==> src/rtl/npu_host_master_pkg.sv <==
// Shared constants, FSM encoding and address helpers for the NPU host master.
package npu_host_master_pkg;

  localparam logic [31:0] NPU_CTRL_ADDR = 32'h0002_0000;
  localparam int          NPU_CMD_RUN   = 0;
  localparam int          NPU_CMD_STOP  = 1;

  typedef enum logic [3:0] {
    ST_IDLE      = 4'd0,
    ST_LOAD_RD   = 4'd1,
    ST_LOAD_WAIT = 4'd2,
    ST_WR        = 4'd3,
    ST_START     = 4'd4,
    ST_GAP       = 4'd5,
    ST_POLL      = 4'd6,
    ST_DONE      = 4'd7,
    ST_TOUT      = 4'd8
  } state_e;

  // NPU memory word index to byte address; bit 17 stays clear so memory never aliases the control register.
  function automatic logic [31:0] word_to_byte(input logic [14:0] w);
    return {14'b0, 1'b0, w, 2'b00};
  endfunction

  function automatic logic [31:0] start_cmd(input logic [15:0] seq_addr);
    logic [15:0] ctl;
    ctl               = '0;
    ctl[NPU_CMD_RUN]  = 1'b1;
    ctl[NPU_CMD_STOP] = 1'b0;
    return {seq_addr, ctl};
  endfunction

endpackage

==> src/rtl/npu_bus_xfer.sv <==
// Single NPU bus transaction engine: registers one request and holds it until ready.
module npu_bus_xfer (
  input  logic        clock,
  input  logic        reset,
  input  logic        req,
  input  logic        req_write,
  input  logic [31:0] req_addr,
  input  logic [31:0] req_wdata,
  output logic        valid,
  input  logic        ready,
  output logic [3:0]  wstrb,
  output logic [31:0] addr,
  output logic [31:0] wdata,
  input  logic [31:0] rdata,
  output logic        xfer_done,
  output logic [31:0] xfer_rdata
);

  // Handshake: valid/addr/wstrb/wdata are frozen from the cycle valid rises until ready is
  // sampled high; valid then drops, xfer_done pulses for one cycle, and while xfer_done is
  // high a new request is refused, so valid is low for at least one cycle between transfers.
  // ready seen while valid is low is ignored.
  logic        valid_q, valid_d;
  logic        done_q, done_d;
  logic [3:0]  wstrb_q, wstrb_d;
  logic [31:0] addr_q, addr_d;
  logic [31:0] wdata_q, wdata_d;
  logic [31:0] rdata_q, rdata_d;

  always_comb begin
    valid_d = valid_q;
    done_d  = 1'b0;
    wstrb_d = wstrb_q;
    addr_d  = addr_q;
    wdata_d = wdata_q;
    rdata_d = rdata_q;
    if (valid_q) begin
      if (ready) begin
        valid_d = 1'b0;
        done_d  = 1'b1;
        rdata_d = rdata;
      end
    end else if (req && !done_q) begin
      valid_d = 1'b1;
      addr_d  = req_addr;
      wdata_d = req_wdata;
      wstrb_d = req_write ? 4'b1111 : 4'b0000;
    end
  end

  always_ff @(posedge clock) begin
    if (reset) begin
      valid_q <= 1'b0;
      done_q  <= 1'b0;
      wstrb_q <= '0;
      addr_q  <= '0;
      wdata_q <= '0;
      rdata_q <= '0;
    end else begin
      valid_q <= valid_d;
      done_q  <= done_d;
      wstrb_q <= wstrb_d;
      addr_q  <= addr_d;
      wdata_q <= wdata_d;
      rdata_q <= rdata_d;
    end
  end

  assign valid      = valid_q;
  assign wstrb      = wstrb_q;
  assign addr       = addr_q;
  assign wdata      = wdata_q;
  assign xfer_done  = done_q;
  assign xfer_rdata = rdata_q;

endmodule

==> src/rtl/npu_host_master.sv <==
// Copies a block of words from a local RAM into NPU memory, optionally starts the sequencer and polls for idle.
module npu_host_master
  import npu_host_master_pkg::*;
#(
  parameter int SRC_AW     = 12,
  parameter int POLL_GAP   = 4,
  parameter int POLL_LIMIT = 1024
) (
  input  logic              clock,
  input  logic              reset,
  input  logic              cmd_valid,
  output logic              cmd_ready,
  input  logic [SRC_AW-1:0] cmd_src,
  input  logic [14:0]       cmd_dst,
  input  logic [15:0]       cmd_len,
  input  logic              cmd_run,
  input  logic [15:0]       cmd_seq_addr,
  output logic              src_ren,
  output logic [SRC_AW-1:0] src_addr,
  input  logic [31:0]       src_rdata,
  output logic              valid,
  input  logic              ready,
  output logic [3:0]        wstrb,
  output logic [31:0]       addr,
  output logic [31:0]       wdata,
  input  logic [31:0]       rdata,
  output logic              busy,
  output logic              done,
  output logic              timeout,
  output logic [3:0]        dbg_state
);

  localparam logic [15:0] GAP_LAST  = 16'(POLL_GAP - 1);
  localparam logic [15:0] LIMIT_W   = 16'(POLL_LIMIT);

  state_e            state_q, state_d;
  logic [SRC_AW-1:0] src_q, src_d;
  logic [14:0]       dst_q, dst_d;
  logic [15:0]       rem_q, rem_d;
  logic              run_q, run_d;
  logic [15:0]       seq_q, seq_d;
  logic [31:0]       data_q, data_d;
  logic [15:0]       polls_q, polls_d;
  logic [15:0]       gap_q, gap_d;
  logic              src_ren_q, src_ren_d;
  logic              busy_q, busy_d;
  logic              cmd_ready_q, cmd_ready_d;
  logic              done_q, done_d;
  logic              tout_q, tout_d;

  logic              bus_req, bus_write;
  logic [31:0]       bus_addr, bus_wdata;
  logic              xfer_done;
  logic [31:0]       xfer_rdata;

  always_comb begin
    state_d   = state_q;
    src_d     = src_q;
    dst_d     = dst_q;
    rem_d     = rem_q;
    run_d     = run_q;
    seq_d     = seq_q;
    data_d    = data_q;
    polls_d   = polls_q;
    gap_d     = gap_q;
    bus_req   = 1'b0;
    bus_write = 1'b0;
    bus_addr  = NPU_CTRL_ADDR;
    bus_wdata = '0;
    case (state_q)
      ST_IDLE: begin
        if (cmd_valid && cmd_ready_q) begin
          src_d   = cmd_src;
          dst_d   = cmd_dst;
          rem_d   = cmd_len;
          run_d   = cmd_run;
          seq_d   = cmd_seq_addr;
          polls_d = '0;
          if (cmd_len != 16'd0) state_d = ST_LOAD_RD;
          else if (cmd_run)     state_d = ST_START;
          else                  state_d = ST_DONE;
        end
      end
      ST_LOAD_RD: state_d = ST_LOAD_WAIT;
      ST_LOAD_WAIT: begin
        data_d  = src_rdata;
        state_d = ST_WR;
      end
      ST_WR: begin
        bus_req   = 1'b1;
        bus_write = 1'b1;
        bus_addr  = word_to_byte(dst_q);
        bus_wdata = data_q;
        if (xfer_done) begin
          dst_d = dst_q + 15'd1;
          src_d = src_q + SRC_AW'(1);
          rem_d = rem_q - 16'd1;
          if (rem_q != 16'd1) state_d = ST_LOAD_RD;
          else if (run_q)     state_d = ST_START;
          else                state_d = ST_DONE;
        end
      end
      ST_START: begin
        bus_req   = 1'b1;
        bus_write = 1'b1;
        bus_wdata = start_cmd(seq_q);
        if (xfer_done) begin
          gap_d   = '0;
          state_d = ST_GAP;
        end
      end
      ST_GAP: begin
        if (gap_q == GAP_LAST) state_d = ST_POLL;
        else                   gap_d   = gap_q + 16'd1;
      end
      ST_POLL: begin
        bus_req = 1'b1;
        if (xfer_done) begin
          if (polls_q != 16'hFFFF) polls_d = polls_q + 16'd1;
          gap_d = '0;
          // A zero status ends the command even on the last allowed poll.
          if (xfer_rdata == 32'd0)                         state_d = ST_DONE;
          else if (POLL_LIMIT != 0 && polls_d == LIMIT_W) state_d = ST_TOUT;
          else                                             state_d = ST_GAP;
        end
      end
      ST_DONE: state_d = ST_IDLE;
      ST_TOUT: state_d = ST_IDLE;
      default: state_d = ST_IDLE;
    endcase
    src_ren_d   = (state_d == ST_LOAD_RD);
    busy_d      = (state_d != ST_IDLE);
    cmd_ready_d = (state_d == ST_IDLE);
    done_d      = (state_d == ST_DONE);
    tout_d      = (state_d == ST_TOUT);
  end

  always_ff @(posedge clock) begin
    if (reset) begin
      state_q     <= ST_IDLE;
      src_q       <= '0;
      dst_q       <= '0;
      rem_q       <= '0;
      run_q       <= 1'b0;
      seq_q       <= '0;
      data_q      <= '0;
      polls_q     <= '0;
      gap_q       <= '0;
      src_ren_q   <= 1'b0;
      busy_q      <= 1'b0;
      cmd_ready_q <= 1'b1;
      done_q      <= 1'b0;
      tout_q      <= 1'b0;
    end else begin
      state_q     <= state_d;
      src_q       <= src_d;
      dst_q       <= dst_d;
      rem_q       <= rem_d;
      run_q       <= run_d;
      seq_q       <= seq_d;
      data_q      <= data_d;
      polls_q     <= polls_d;
      gap_q       <= gap_d;
      src_ren_q   <= src_ren_d;
      busy_q      <= busy_d;
      cmd_ready_q <= cmd_ready_d;
      done_q      <= done_d;
      tout_q      <= tout_d;
    end
  end

  npu_bus_xfer u_xfer (
    .clock      (clock),
    .reset      (reset),
    .req        (bus_req),
    .req_write  (bus_write),
    .req_addr   (bus_addr),
    .req_wdata  (bus_wdata),
    .valid      (valid),
    .ready      (ready),
    .wstrb      (wstrb),
    .addr       (addr),
    .wdata      (wdata),
    .rdata      (rdata),
    .xfer_done  (xfer_done),
    .xfer_rdata (xfer_rdata)
  );

  assign cmd_ready = cmd_ready_q;
  assign src_ren   = src_ren_q;
  assign src_addr  = src_q;
  assign busy      = busy_q;
  assign done      = done_q;
  assign timeout   = tout_q;
  assign dbg_state = state_q;

endmodule
==> config.mk <==
export PLATFORM = sky130hd
export DESIGN_NAME = npu_host_master
export DESIGN_NICKNAME = d
export VERILOG_FILES = /design/src/rtl/npu_host_master_pkg.sv /design/src/rtl/npu_bus_xfer.sv /design/src/rtl/npu_host_master.sv
export SDC_FILE = /design/constraint.sdc
export NUM_CORES = 1
export LEC_CHECK = 0
export BUFFER_PORTS_ARGS = -buffer_cell sky130_fd_sc_hd__buf_2
export CORE_ASPECT_RATIO = 0.75
export CORE_MARGIN = 2
export CORE_UTILIZATION = 49
export CTS_CLUSTER_DIAMETER = 50
export CTS_CLUSTER_SIZE = 20
export DETAILED_ROUTE_END_ITERATION = 8
export PLACE_DENSITY_LB_ADDON = 0.25
export SYNTH_ARGS = -nofsm -noshare
export SYNTH_HDL_FRONTEND = slang
export SYNTH_SLANG_ARGS = --single-unit
==> constraint.sdc <==
create_clock -name clock -period 2.2 [get_ports clock]
set_clock_uncertainty 0.2 [all_clocks]
set_input_delay 0.22 -clock clock [delete_from_list [all_inputs] [get_ports clock]]
set_output_delay 0.22 -clock clock [all_outputs]
set_load 0.02 [all_outputs]
==> results of run 1 <==
[through the flow]
step	hold WS, ns	total power, uW	setup TNS, ns	instance area, um^2
finish	0.0670	10400	-0.172	13500
detailed placement	0.234	6750	-0.155	11300
global route	0.0811	10900	-1.50	13500
floorplan	0.146	5940	0	9690
CTS	0.0497	10300	-0.0667	13200
global placement	0.229	6710	-0.00643	11300
[worst max-delay path: stages (launching register included)]
cell	delay [ns]
dfxtp_2	0.36
ha_4	0.13
nor4b_4	0.21
a41oi_2	0.21
a2111oi_1	0.44
a221oi_1	0.11
o31a_1	0.15
and3_4	0.19
a21o_1	0.14
[power by group through the flow]
stage	logic (uW)	clock network, uW	registers [uW]
floorplan	1300	0	4640
global placement	2150	0	4560
detailed placement	2180	0	4570
CTS	2360	3410	4480
global route	2750	3570	4550
finish	2520	3350	4500
[per-layer routing]
metal / GRT usage, % / vias up / share of wire [%]
met5: 0 / - / 0
met4: 8.49 / 0 / 2.8
met3: 4.53 / 75 / 6.7
met2: 43.2 / 449 / 46
met1: 36.3 / 4817 / 45
li1: - / 4995 / -
[worst paths after layout]
path	from	endpoint	slack, ns	cells after the start
max reg2reg	gap_q[1]$_SDFFE_PP0P_	cmd_ready$_SDFF_PP1_	-0.05	8
max	gap_q[1]$_SDFFE_PP0P_	cmd_ready$_SDFF_PP1_	-0.05	8
min	cmd_len[1]	rem_q[1]$_SDFFE_PP0P_	0.07	5
min reg2reg	u_xfer.addr[15]$_SDFFE_PP0P_	u_xfer.addr[15]$_SDFFE_PP0P_	0.25	2
[cells by family (layout without fill, tap and decap cells)]
group                      after synthesis  count (layout)  synth area share (%)
muxes                                    2               2                 0.221
xor gates and xnor gates                13              13                  1.18
and+or+nand+nor                        534             534                  26.2
other                                    1              16                0.0389
adders and majority gates                7               7                 0.883
AOI/OAI and AO/OA                      319             319                  20.9
DFF                                    216             216                  44.9
buffers and inverters                  119             466                  5.70
[area by class of cell]
cell class | instances | area, um^2 | area share [%]
clock buffer | 22 | 507 | 3.75
clock inverter | 8 | 106 | 0.786
inverter | 9 | 33.8 | 0.250
multi-input combinational | 891 | 5060 | 37.4
sequential | 216 | 4330 | 32.0
tap | 253 | 317 | 2.34
timing repair buffer | 427 | 3170 | 23.4
[synth_stat cells (9+ instances only)]
master,count,area [um^2]
dfxtp_1,216,4320
nand2_1,199,747
a21oi_1,132,661
nor2_1,127,477
clkbuf_1,71,267
nand3_1,53,265
o21ai_0,50,250
nor3_1,45,225
a22o_1,32,280
and3_1,25,156
buf_4,19,143
a211oi_1,17,128
a221oi_1,17,149
nor4_1,17,106
nand4_1,14,87.6
a31oi_1,13,81.3
buf_2,13,65.1
a22oi_1,12,90.1
o22ai_1,12,75.1
xor2_1,10,87.6
inv_1,9,33.8
or3_1,9,56.3
[timing repair]
item                                    4_1_cts  5_1_grt
gates cloned                                  0        2
endpoints found under the setup margin        7       55
gates resized for setup                       7       45
pin swaps                                     6       15
buffers inserted                              2        6
hold buffers                                123        0
hold endpoints to repair                    134        0
[state kept, by name (all words and copies together), names as in the netlist, 12 cells and up]
name and count:
data_q 32, u_xfer.wdata 32, u_xfer.xfer_rdata 32, gap_q 16
polls_q 16, rem_q 16, seq_q 16, u_xfer.addr 16
dst_q 15, src_addr 12
==> key figures, run 1 <==
Run status
  • Status: finished with violations
  • Failing checks: setup timing

CTS
  • Clock-pin slew on the worst setup and hold paths: 0.08 ns
  • CTS tree: yes
  • Clk sinks: 216
  • Clock Path Buffers: 3
  • TritonCTS Buffers: 18
  • CTS H-tree lvls: 1
  • Clk Latency, worst-skew pair: 0.50 ns
  • Clock root cell: clkbuf_16

Timing
  • Actual slew at the worst max-slew pin: 0.601 ns
  • Worst rel slew slack: 59.9%
  • Final period util: 102%
  • Endpoints failing setup: 6
  • Final hold vios: 0
  • RSZ-0062 raised after global routing: true
  • Crit path time final: 2.25 ns
  • Final worst-path setup slack: -0.0471 ns
  • Slew Viols, Final: 0
  • Fmax: 445 MHz

Yosys
  • Ys Warns: 0
  • Register area share after synthesis: 44.9%
  • Post-synth EDFFs: 0
  • Ys async rst share: 0%
  • Ys flop type: dfxtp_1
  • Post-Syn Instances: 1,211
  • Synthesized area: 9640 um^2
  • Mean Syn Cell Area: 7.96 um^2
  • Synth Register Bits: 216
  • Post-synth cell types: 70

Detailed routing
  • DR iter-0 viols: 1,089
  • DR WL/cell: 16.4 um
  • WL final: 29.9 mm
  • Residual DRC: 0
  • Vias: 10,300
  • Initial DRT Pass Iterations: 6
  • Remaining antenna violation count: 0
  • Vias/cell: 5.66

Floorplanning
  • Core area: 19,300 um^2
  • Die area: 20,800 um^2
  • Core Rows: 44
  • Die width: 166 um
  • I/O pin count: 218
  • Die height: 125 um
  • Initial Util: 49.9%

Global routing
  • GRT overflow: 0
  • Vias in the first global route: 9,638
  • Initial antenna violation count: 0
  • First-pass GRT wire length: 47.0 mm
  • All-Layer GR Usage: 26.6%
  • Pin count of the biggest net entering global routing: 75

Final layout
  • Commonest non-fill, non-tap cells in the layout: dfxtp_1, buf_2, nand2_1
  • Layout cell share with drive strength beyond 1: 25.5%
  • Most common cell after layout, fill and taps aside: dfxtp_1
  • Layout Cells excl Fill: 1,826
  • Layout area overhead: 40.4%
  • # diodes: 0
  • Final core occ: 70.0%
  • Nets: 1,697
  • Layout filler cell count: 1,481

Power and ir drop
  • Leak: 0.00564 uW
  • Net Sw Power: 3240 uW
  • Gate power share: 24.3%
  • Switch share: 31.2%
  • Clock power share: 32.3%
  • Peak supply drop: 0.633 mV
  • Power Dens Cells: 767 nW/um^2
  • P_int: 7130 uW
  • Register share of total power: 43.4%

Setup path
  • Crit path max fanout: 3
  • Worst EP required: 2.39 ns
  • Nature of the critical path startpoint: flop
  • Crit end category: flop
  • WP data arrival: 2.43 ns
  • Setup Crit Path Kind: reg2reg

Placed design
  • Setup WS pre-CTS: -0.0572 ns
  • HPWL after DPL: 18.0 mm
  • IO buf count: 201
  • Final Wtd Congestion: 0.886
  • Placed cell count: 1,663

Worst hold path
  • Worst hold path type: in2reg

Job
  • Max cap viols: 0
Note: power is estimated with default switching activity, not from simulation.
==> run 2: changes to the inputs <==
Settings changed: ABC_AREA set to 1, CORE_UTILIZATION 49 to 35.
==> key figures, run 2 <==
Placed design
  • HPWL after DPL: 21.0 mm (+17%)
  • Placed cell count: 1,936 (+16%)
  • Final Wtd Congestion: 0.882 (-0.40%)
  • IO buf count: 201 (unchanged)
  • Setup WS pre-CTS: -0.135 ns (-0.0778 ns)

Yosys
  • Main combinational cell family by area after synthesis: simple AND/OR/NAND/NOR gates
  • Synth Register Bits: 216 (unchanged)
  • Ys flop type: dfxtp_1
  • Post-synth EDFFs: 0 (unchanged)
  • Synth Area in Adders: 0.762% (-0.12 points)
  • Most frequent cell after synthesis: nand2_1
  • Post-synth top area cell: dfxtp_1
  • Synth top area share: 43.9% (-1.0 points)
  • Ys Warns: 0 (unchanged)
  • Synth Area in XOR/XNOR: 0.889% (-0.29 points)
  • Synth Area in Simple Gates: 29.1% (+2.8 points)
  • Synthesized area: 9860 um^2 (+2.3%)
  • Post-synth top cells: nand2_1, nor2_1, dfxtp_1
  • Register area share after synthesis: 43.9% (-1.0 points)
  • Mean Syn Cell Area: 7.07 um^2 (-11%)
  • Main area contributors after synthesis: dfxtp_1, nand2_1, nor2_1, o21ai_0, nand3_1
  • Compound-Gate Fraction of Synth Area: 17.3% (-3.6 points)
  • Post-Syn Instances: 1,395 (+15%)
  • Ys async rst share: 0% (unchanged)
  • Post-synth cell types: 48 (-31%)
  • Mux cell area share after synthesis: 0% (-0.22 points)

Final layout
  • Layout cell share with drive strength beyond 1: 23.0% (-2.5 points)
  • Commonest non-fill, non-tap cells in the layout: nand2_1, nor2_1, dfxtp_1
  • Most common cell after layout, fill and taps aside: nand2_1
  • Final core occ: 51.4% (-19 points)
  • Layout area overhead: 45.3%
  • Layout Cells excl Fill: 2,144 (+17%)
  • Nets: 1,902 (+12%)
  • Layout filler cell count: 2,691 (+82%)

CTS
  • TritonCTS Buffers: 24 (+6)
  • Clk Latency, worst-skew pair: 0.53 ns (+0.03 ns)
  • CTS tree: yes
  • Clk sinks: 216 (unchanged)
  • CTS H-tree lvls: 1 (unchanged)
  • Clock-pin slew on the worst setup and hold paths: 0.08 ns (about the same)
  • Clock root cell: clkbuf_16
  • Clock Path Buffers: 3 (unchanged)

Detailed routing
  • DR iter-0 viols: 517 (-53%)
  • Vias: 10,500 (+1.6%)
  • Remaining antenna violation count: 0 (unchanged)
  • Initial DRT Pass Iterations: 5 (-1)
  • Residual DRC: 0 (unchanged)
  • WL final: 32.6 mm (+9.1%)
  • DR WL/cell: 15.2 um (-7.1%)
  • Vias/cell: 4.90 (-13%)

Setup path
  • Worst EP required: 2.41 ns (+0.02 ns)
  • WP data arrival: 2.45 ns (+0.02 ns)
  • FF-to-FF setup slack: -0.03 ns (about the same)
  • Crit end category: flop
  • Worst Reg-to-Reg Cells: 16 (+8)
  • Crit path max fanout: 4 (+1)
  • Setup Crit Path Kind: reg2reg
  • Nature of the critical path startpoint: flop

Power and ir drop
  • Leak: 0.00642 uW (+14%)
  • Peak supply drop: 0.556 mV (-12%)
  • Power Dens Cells: 845 nW/um^2 (+10%)
  • Power, Total: 12,100 uW (+17%)

Timing
  • Endpoints failing setup: 1 (-5)
  • Final period util: 102% (-0.61 points)
  • Crit path time final: 2.23 ns (-0.0134 ns)
  • Worst rel slew slack: 63.6% (+3.6 points)
  • Actual slew at the worst max-slew pin: 0.542 ns (-0.0585 ns)
  • Final hold vios: 0 (unchanged)
  • Slew Viols, Final: 0 (unchanged)
  • Fmax: 448 MHz (+0.60%)
  • Setup TNS: -0.0337 ns (+0.139 ns)
  • RSZ-0062 raised after global routing: true
  • Final worst-path setup slack: -0.0337 ns (+0.0134 ns)

Global routing
  • Pin count of the biggest net entering global routing: 71 (-5.3%)
  • Gr busiest metal: met2
  • All-Layer GR Usage: 21.2% (-5.5 points)
  • Initial antenna violation count: 1 (+1)
  • First-pass GRT wire length: 50.9 mm (+8.3%)
  • Grt met2 use: 35.2% (-8.1 points)
  • M1 GR Usage: 28.8% (-7.6 points)
  • Vias in the first global route: 9,969 (+3.4%)
  • GRT overflow: 0 (unchanged)
  • GR Layer Usage met3: 3.71% (-0.82 points)

Run status
  • Failing checks: setup timing
  • Status: finished with violations

Floorplanning
  • Initial Util: 35.4% (-14 points)
  • Core area: 27,900 um^2 (+44%)
  • Die width: 198 um (+19%)
  • Die height: 149 um (+19%)
  • I/O pin count: 218 (unchanged)
  • Die area: 29,500 um^2 (+42%)
  • Core Rows: 53 (+20%)

Worst hold path
  • Worst hold path type: in2reg
  • Hold Path Depth: 5 (unchanged)

Job
  • Max cap viols: 0 (unchanged)
[run 2: cell types whose count changed after synthesis, sizes merged, moves of 12 or more]
cell    previous run  this run
a22oi             12        24
nor4              20         7
a31oi             13        38
a22o              32         0
a21oi            134        62
a221oi            17         3
clkbuf            71        52
o21ai             53       136
nor3              47        18
nand3             53        73
nand2            200       310
and3              26         2
nor2             127       244
inv                9        95
[run 2: area by class of cell]
cell class                      instances  area, um^2  area share [%]
Clock buffer                           26         629            4.39
Tap cell                              357         447            3.12
Sequential cell                       216        4350            30.4
Timing Repair Buffer                  420        3180            22.2
Antenna cell                            1        2.50          0.0175
Inverter                               99         383            2.67
Multi-Input combinational cell       1007        5080            35.4
Clock inverter                         18         253            1.76
[run 2: stage by stage]
step / instance area [um^2] / hold WS, ns
detailed placement: 11500 / 0.215
global placement: 11500 / 0.207
global route: 14300 / 0.114
finish: 14300 / 0.0772
CTS: 14000 / 0.0655
floorplan: 9910 / 0.123
[run 2: report_power, final]
part           internal [uW]  switching, uW
clock                   2530           1880
combinational           1150           1770
sequential              4420            347
total                   8100           4000
[run 2: logic make-up after synthesis]
logic type,after synthesis
xor+xnor,10
fa+ha+maj,6
simple gates,676
flops,216
buf+inv,188
compound gates,298
other cells,1
[run 2: worst max-delay path, stage by stage (launching register included)]
cell and delay, ns:
dfxtp_4 0.38, buf_6 0.10, nand2_2 0.05, nor2_4 0.20
nand2_2 0.11, nor2_2 0.13, nor2_1 0.06, nor2_1 0.14
nand3_2 0.11, nor2_2 0.10, nand3_2 0.09, nand2_2 0.08
nand2_1 0.07, inv_2 0.08, nand2_1 0.08, nor2_2 0.11
nor2_1 0.04
[run 2: path summary, 6_finish.rpt]
check,from,to
setup / recovery,polls_q[1]$_SDFFE_PP0P_,busy$_SDFF_PP0_
hold / removal,ready,u_xfer.valid$_SDFF_PP0_
setup reg to reg,polls_q[1]$_SDFFE_PP0P_,busy$_SDFF_PP0_
hold reg to reg,data_q[31]$_SDFFE_PP0P_,data_q[31]$_SDFFE_PP0P_
[run 2: what timing repair did]
action / CTS / global route
resized for setup: 12 / 73
gates cloned: 1 / 1
setup endpoints to repair: 5 / 69
hold endpoints to repair: 128 / 0
hold buffers: 153 / 0
buffers inserted: 0 / 8
pin swaps: 5 / 23
[run 2: routing by layer]
layer  up-vias  share of wire [%]
met2       292                 46
met4         0                1.7
met3        45                5.6
met5         -                  0
met1      4816                 47
li1       5351                  -
